<file path="config.mk">
export PLATFORM = sky130hd
export DESIGN_NAME = param_regfile
export DESIGN_NICKNAME = d
export VERILOG_FILES = /design/src/rtl/regfile_pkg.sv /design/src/rtl/regfile_scoreboard.sv /design/src/rtl/param_regfile.sv
export SDC_FILE = /design/constraint.sdc
export NUM_CORES = 1
export LEC_CHECK = 0
export CORE_MARGIN = 8
export CORE_UTILIZATION = 56
export DETAILED_ROUTE_END_ITERATION = 7
export PLACE_DENSITY = 0.78
export SYNTH_ARGS = -nofsm -noshare
export SYNTH_HDL_FRONTEND = slang
export SYNTH_SLANG_ARGS = --single-unit
</file>
<file path="constraint.sdc">
create_clock -name clk_n -period 3.9 [get_ports clk_n]
set_input_delay 0.78 -clock clk_n [delete_from_list [all_inputs] [get_ports clk_n]]
set_output_delay 0.78 -clock clk_n [all_outputs]
set_load 0.01 [all_outputs]
</file>
<file path="src/rtl/regfile_pkg.sv">
// rtl/regfile_pkg.sv - shared defaults and depth derivation for the parametrised register file
package regfile_pkg;

    localparam int DATA_W_DEF = 16;
    localparam int ADDR_W_DEF = 3;

    // Number of registers addressed by an addr_w-bit address.
    function automatic int depth_of(input int addr_w);
        return 1 << addr_w;
    endfunction

endpackage

</file>
<file path="src/rtl/regfile_scoreboard.sv">
// rtl/regfile_scoreboard.sv - per-register pending scoreboard with reservation and ready logic
//
// Ports:
//   clk_n, rst_n      falling-edge clock, async active-low reset
//   we, waddr         write port (clears pending of the written register)
//   rsv, raddr        reservation request (sets pending when accepted)
//   aaddr, baddr      read-port source addresses
//   rsv_ok            reservation accepted (combinational)
//   aready, bready    source not pending, or satisfied by the bypass
//   pending           scoreboard vector, bit i = register i pending
module regfile_scoreboard
    import regfile_pkg::*;
#(
    parameter int DEPTH    = depth_of(ADDR_W_DEF),
    parameter int ADDR_W   = ADDR_W_DEF,
    parameter int ZERO_REG = 0,
    parameter int BYPASS   = 1
) (
    input  logic              clk_n,
    input  logic              rst_n,
    input  logic              we,
    input  logic [ADDR_W-1:0] waddr,
    input  logic              rsv,
    input  logic [ADDR_W-1:0] raddr,
    input  logic [ADDR_W-1:0] aaddr,
    input  logic [ADDR_W-1:0] baddr,
    output logic              rsv_ok,
    output logic              aready,
    output logic              bready,
    output logic [DEPTH-1:0]  pending
);

    logic we_eff;
    logic rsv_set;

    // With a hard-wired zero register, address 0 never takes writes and never goes pending.
    assign we_eff  = we && !((ZERO_REG != 0) && (waddr == '0));

    // A write landing on the reserving edge hands the register straight to the new producer.
    assign rsv_ok  = rsv && (!pending[raddr] || (we && (waddr == raddr)));
    assign rsv_set = rsv_ok && !((ZERO_REG != 0) && (raddr == '0));

    assign aready = !pending[aaddr] || ((BYPASS != 0) && we_eff && (waddr == aaddr));
    assign bready = !pending[baddr] || ((BYPASS != 0) && we_eff && (waddr == baddr));

    // Reservation has priority over the clearing write on the same register.
    always_ff @(negedge clk_n or negedge rst_n) begin
        if (!rst_n) begin
            pending <= '0;
        end else begin
            for (int i = 0; i < DEPTH; i++) begin
                if (rsv_set && (raddr == ADDR_W'(i))) begin
                    pending[i] <= 1'b1;
                end else if (we_eff && (waddr == ADDR_W'(i))) begin
                    pending[i] <= 1'b0;
                end
            end
        end
    end

endmodule

</file>
<file path="src/rtl/param_regfile.sv">
// rtl/param_regfile.sv - parametrised register file with write bypass and hazard scoreboard
//
// Ports:
//   clk_n, rst_n            falling-edge clock, async active-low reset
//   WE, Waddr, Wdata        write port
//   Aaddr/Adata/Aready      read port A (combinational data, source-ready flag)
//   Baddr/Bdata/Bready      read port B
//   RSV, Raddr, rsv_ok      reservation request and acceptance
//   pending                 scoreboard vector
module param_regfile
    import regfile_pkg::*;
#(
    parameter int DATA_W   = DATA_W_DEF,
    parameter int ADDR_W   = ADDR_W_DEF,
    parameter int ZERO_REG = 0,
    parameter int BYPASS   = 1
) (
    input  logic                        clk_n,
    input  logic                        rst_n,
    input  logic                        WE,
    input  logic [ADDR_W-1:0]           Waddr,
    input  logic [DATA_W-1:0]           Wdata,
    input  logic [ADDR_W-1:0]           Aaddr,
    input  logic [ADDR_W-1:0]           Baddr,
    output logic [DATA_W-1:0]           Adata,
    output logic [DATA_W-1:0]           Bdata,
    output logic                        Aready,
    output logic                        Bready,
    input  logic                        RSV,
    input  logic [ADDR_W-1:0]           Raddr,
    output logic                        rsv_ok,
    output logic [depth_of(ADDR_W)-1:0] pending
);

    localparam int DEPTH = depth_of(ADDR_W);

    logic [DATA_W-1:0] mem [DEPTH];
    logic              we_eff;

    assign we_eff = WE && !((ZERO_REG != 0) && (Waddr == '0));

    always_ff @(negedge clk_n or negedge rst_n) begin
        if (!rst_n) begin
            for (int i = 0; i < DEPTH; i++) begin
                mem[i] <= '0;
            end
        end else if (we_eff) begin
            mem[Waddr] <= Wdata;
        end
    end

    // Stored value, overridden by same-cycle write data, forced to zero for a hard-wired R0.
    function automatic logic [DATA_W-1:0] read_port(input logic [ADDR_W-1:0] addr);
        logic [DATA_W-1:0] val;
        val = mem[addr];
        if ((BYPASS != 0) && we_eff && (Waddr == addr)) begin
            val = Wdata;
        end
        if ((ZERO_REG != 0) && (addr == '0)) begin
            val = '0;
        end
        return val;
    endfunction

    always_comb begin
        Adata = read_port(Aaddr);
        Bdata = read_port(Baddr);
    end

    regfile_scoreboard #(
        .DEPTH    (DEPTH),
        .ADDR_W   (ADDR_W),
        .ZERO_REG (ZERO_REG),
        .BYPASS   (BYPASS)
    ) u_scoreboard (
        .clk_n   (clk_n),
        .rst_n   (rst_n),
        .we      (WE),
        .waddr   (Waddr),
        .rsv     (RSV),
        .raddr   (Raddr),
        .aaddr   (Aaddr),
        .baddr   (Baddr),
        .rsv_ok  (rsv_ok),
        .aready  (Aready),
        .bready  (Bready),
        .pending (pending)
    );

endmodule

</file>
# --- After elaboration in Yosys (flattened, before gate mapping) ---
# Cells that the tools add are included.
totals:
  register_bits: 136
  latch_bits: 0
  mem_bits_rw: 0
  mem_bits_ro: 0
  inputBits: 32
  wordCells: 113
  mem_count: 0
op_classes:
  n_addsub: 0
  multipliers: 0
  div_mod_pow: 0
  magnitude_cmp: 7
  eq_ne: 17
  n_shift: 0
  muxes: 33
  bitwise: 3
  reduce_logical: 37
ops:
  columns: ["op", "n"]
  rows:
  - ["$bwmux W128", 1]
  - ["$mux W16", 7]
  - ["$bmux W16 S3", 2]
  - ["$demux W16 S3", 1]
  - ["$eq A3 B3 Y1 const B", 8]
  - ["$logic_and A1 B1 Y1", 21]
  - ["$mux W1", 19]
  - ["$reduce_bool A2 Y1", 8]
  - ["$eq A3 B2 Y1 const B", 4]
  - ["$ge A4 B4 Y1 const B", 3]
  - ["$lt A3 B4 Y1 const B", 3]
  - ["$not A3 Y4", 3]
  - ["$bmux W1 S3", 3]
  - ["$eq A3 B3 Y1", 3]
  - ["$eq A3 B1 Y1 const B", 2]
  - ["$logic_not A3 Y1", 2]
  - ["$lt A4 B1 Y1 const B", 1]
  - ["$logic_not A1 Y1", 3]
  - ["$logic_or A1 B1 Y1", 3]

# --- Depth between registers and ports, before layout ---
logic_depth:
  ltp_word: 7
  depth_mapped: 6
  depth_no_buf: 4

# --- Cells and area by module ---
# A second synthesis with hierarchy kept.
hier_totals:
  hier_cells: 537
  area_unflattened_um2: 8313.0
modules_own_cells:
  columns: ["module", "instances", "cells_per_inst", "area_each_um2", "seq_area_each_um2"]
  rows:
  - ["param_regfile", 1, 452, 7533.5, 3203.1]
  - ["regfile_scoreboard", 1, 85, 779.5, 200.2]

==> impl_metrics.json <==
{
  "synth_area_um2": 7880,
  "slew_headroom_pct": 71.8,
  "insertion_delay_ns": 0.39,
  "status": "finished with violations",
  "power_mw": 5.29,
  "hold_start": "mem[72]$_DFFE_NN0P_",
  "dr_wl_met3_um": 1020,
  "worst-path-buf-inv": 1,
  "cts.sinks": 136,
  "gp_congestion": 0.867,
  "nNetsFinal": 694,
  "ant_nets": 0,
  "cts_hold_buffers": 0,
  "peakVddDrop_mv": 0.344,
  "clk_path_buf_depth": 2,
  "first_pass_iters": 6,
  "fin_setup_tns_ns": -16.28,
  "finalHoldViolCount": 0,
  "cp-end-kind": "primary output",
  "clk_pin_slew_ns": 0.04,
  "critical_path.top_delay_family": "multiplexers",
  "dieWidth_um": 135,
  "core_um2": 13800,
  "worst_ep_arrival_time_ns": 3.78,
  "maxCapViolCount": 0,
  "n_fill_cell": 888,
  "wl_met1_um": 8170,
  "dr_wl_met2_um": 11000,
  "crit_fanout": 4,
  "reg2reg_slack_ns": 2.45,
  "cp-start-kind": "flip-flop",
  "wire_per_inst_um": 24.0,
  "initial_utilization_pct": 57.0,
  "die-area_um2": 18100,
  "synth_warnings": 0,
  "cp.depth": 4,
  "gr-total-overflow": 0,
  "powerDensity_nw_per_um2": 534,
  "cts-htree-levels": 4,
  "die_h_um": 135,
  "slowest_stage": "mux4_2",
  "critPathMaxStageDelay_ns": 0.48,
  "layout-drive-gt1-share_pct": 56.8,
  "antenna_cells": 0,
  "p_int_mw": 3.87,
  "rows": 43,
  "cp_cell_sequence": "mux4_2 > or2_4 > a21boi_2 > buf_2",
  "area_growth_pct": 25.6,
  "vias": 5272,
  "finalClockSkew_ns": 0.00350,
  "register_area_um2": 3400,
  "cts_tree": "done",
  "synth_area_leader_cell": "dfrtn_1",
  "portBuffers": 74,
  "min_to": "mem[72]$_DFFE_NN0P_",
  "rsz0062_at_grt": "true",
  "p_leak_nw": 4.29,
  "drt_iter0_markers": 299,
  "crit_type": "flip-flop to primary output",
  "p_switching_mw": 1.42,
  "clockRootBuffer": "clkbuf_16",
  "antenna_found_initial": 0,
  "dp_hpwl_um": 13000,
  "violations": "negative setup slack",
  "ios": 75,
  "pwr-share-clk_pct": 33.4,
  "synth_area_leaders": "dfrtn_1 43%, mux4_2 20%, mux2_2 19%",
  "vias_per_cell": 6.17,
  "synth_area_per_cell_um2": 14.4,
  "grt_pass1_vias": 5925,
  "place_ws_ns": -0.589,
  "rr_worst_depth": 6,
  "synthCells": 546,
  "rr_startpoint": "u_scoreboard.pending[4]$_DFFE_NN0P_",
  "synth-seq-cells": 136,
  "required_ns": 3.12,
  "drv_slew": 0,
  "power_frac_comb_pct": 28.9,
  "synth_nets": 578,
  "worst_slack_ns": -0.663,
  "swShare_pct": 26.8,
  "highest_layer": "met4",
  "ys_types": 36,
  "power_frac_seq_pct": 37.8,
  "finalSetupViolCount": 38,
  "track_usage_pct": 23.8,
  "worstMarginPinSlew_ns": 0.424,
  "drc": 0,
  "holdPathStages": 1,
  "cts_buffers": 17,
  "multiInputGateArea_um2": 4220,
  "routed_wl_um": 20500,
  "r2r-end": "u_scoreboard.pending[7]$_DFFE_NN0P_",
  "ys_seq_area_share_pct": 43.2,
  "grt_max_degree": 50,
  "grt_pass1_wl_um": 33200,
  "hold_path.class": "flip-flop to flip-flop",
  "yosysTopAreaCellShare_pct": 43.2
}
[per-stage QoR]
step | hold WS [ns] | util, % | cell area [um^2] | std cells
after floorplan | 0.451 | - | 7990 | 546
after global placement | 0.460 | 66.7 | 9220 | 808
after detailed placement | 0.470 | 66.7 | 9220 | 808
after CTS | 0.470 | 71.4 | 9870 | 852
after global routing | 0.478 | 71.6 | 9900 | 854
final | 0.472 | 71.6 | 9900 | 854
[worst register-to-register path, cell delays in order (launching register included)]
cell     delay (ns)
dfrtn_1        0.38
mux2_4         0.30
o22ai_4        0.17
a41oi_2        0.07
buf_4          0.17
buf_4          0.14
o31ai_2        0.22
[what timing repair did]
item                                    in CTS  in global routing
cloned                                       1                  0
pin swaps                                   24                 13
endpoints found under the setup margin     136                 57
endpoints found under the hold margin        0                  0
resized for setup                          197                 14
buffers inserted                            12                  6
[power by group through the flow]
stage	Sequential [mW]	Clock, mW	Combinational, mW
floorplan	1.94	0	0.964
global placement	1.96	0	1.50
detailed placement	2.01	0	1.54
CTS	1.99	1.79	1.52
global route	2.04	1.85	1.64
finish	2.00	1.76	1.53
[worst max-delay path by stage]
stage | startpoint | slack (ns) | endpoint
final | u_scoreboard.pending[1]$_DFFE_NN0P_ | -0.66 | rsv_ok
after global routing | u_scoreboard.pending[0]$_DFFE_NN0P_ | -0.69 | rsv_ok
after CTS | u_scoreboard.pending[4]$_DFFE_NN0P_ | -0.59 | rsv_ok
after detailed placement | u_scoreboard.pending[4]$_DFFE_NN0P_ | -0.59 | rsv_ok
after global placement | u_scoreboard.pending[3]$_DFFE_NN0P_ | -0.57 | rsv_ok
after floorplan | Waddr[2] | -0.10 | mem[85]$_DFFE_NN0P_
[synth_stat cells]
master / count
nor3_4: 2
nand2b_4: 1
o21ai_0: 2
nand4b_2: 3
or2_2: 1
mux2_2: 134
buf_6: 7
a21oi_1: 33
mux4_2: 69
and4bb_2: 1
dfrtn_1: 136
a21boi_1: 1
inv_1: 2
nor3b_4: 1
buf_8: 1
buf_1: 3
nor3_1: 2
nand4_1: 2
nand2b_1: 1
buf_2: 22
nand3b_1: 1
nand2_1: 11
nand3_1: 1
nor3b_1: 1
xnor2_1: 9
clkbuf_2: 2
a41oi_2: 1
clkbuf_1: 1
o22ai_2: 1
nand4_2: 1
buf_4: 21
o31ai_1: 5
o32ai_1: 1
nor2_1: 33
nor2b_1: 1
mux2i_1: 32
[layer usage]
layer / track usage, % / up-vias
li1: - / 2307
met1: 28.5 / 2763
met2: 41.4 / 172
met3: 5.57 / 30
met4: 8.23 / 0
met5: 0 / -
[cell families after synthesis]
group | count (synthesis) | share of synthesized area, %
xor+xnor | 9 | 1.00
simple gates | 63 | 4.59
mux | 235 | 42.9
flops | 136 | 43.2
compound gates | 44 | 3.27
buf+inv | 59 | 5.00
[layout by cell type (no fill, tap or decap), types with 4 or more instances in the layout]
master	count
mux2_2	112
dfrtn_1	136
bufinv_16	5
nor2_1	33
buf_2	39
buf_6	13
mux2i_1	29
mux4_2	69
clkbuf_16	17
buf_12	16
a21oi_2	4
buf_4	57
xnor2_1	9
nand2_1	9
a21oi_1	29
clkdlybuf4s50_1	22
mux2_4	22
[registers in the layout (all words and copies together) (netlist names)]
register and flops:
mem 128, u_scoreboard.pending 8
[final cells by class]
class                      instances  share of cell area [%]
timing repair buffer             154                    14.1
multi-input combinational        351                    42.7
clock buffer                      23                    4.83
tap                              180                    2.28
inverter                           2                  0.0758
clock inverter                     8                    1.69
sequential                       136                    34.4
Note: power is estimated with default switching activity, not from simulation.
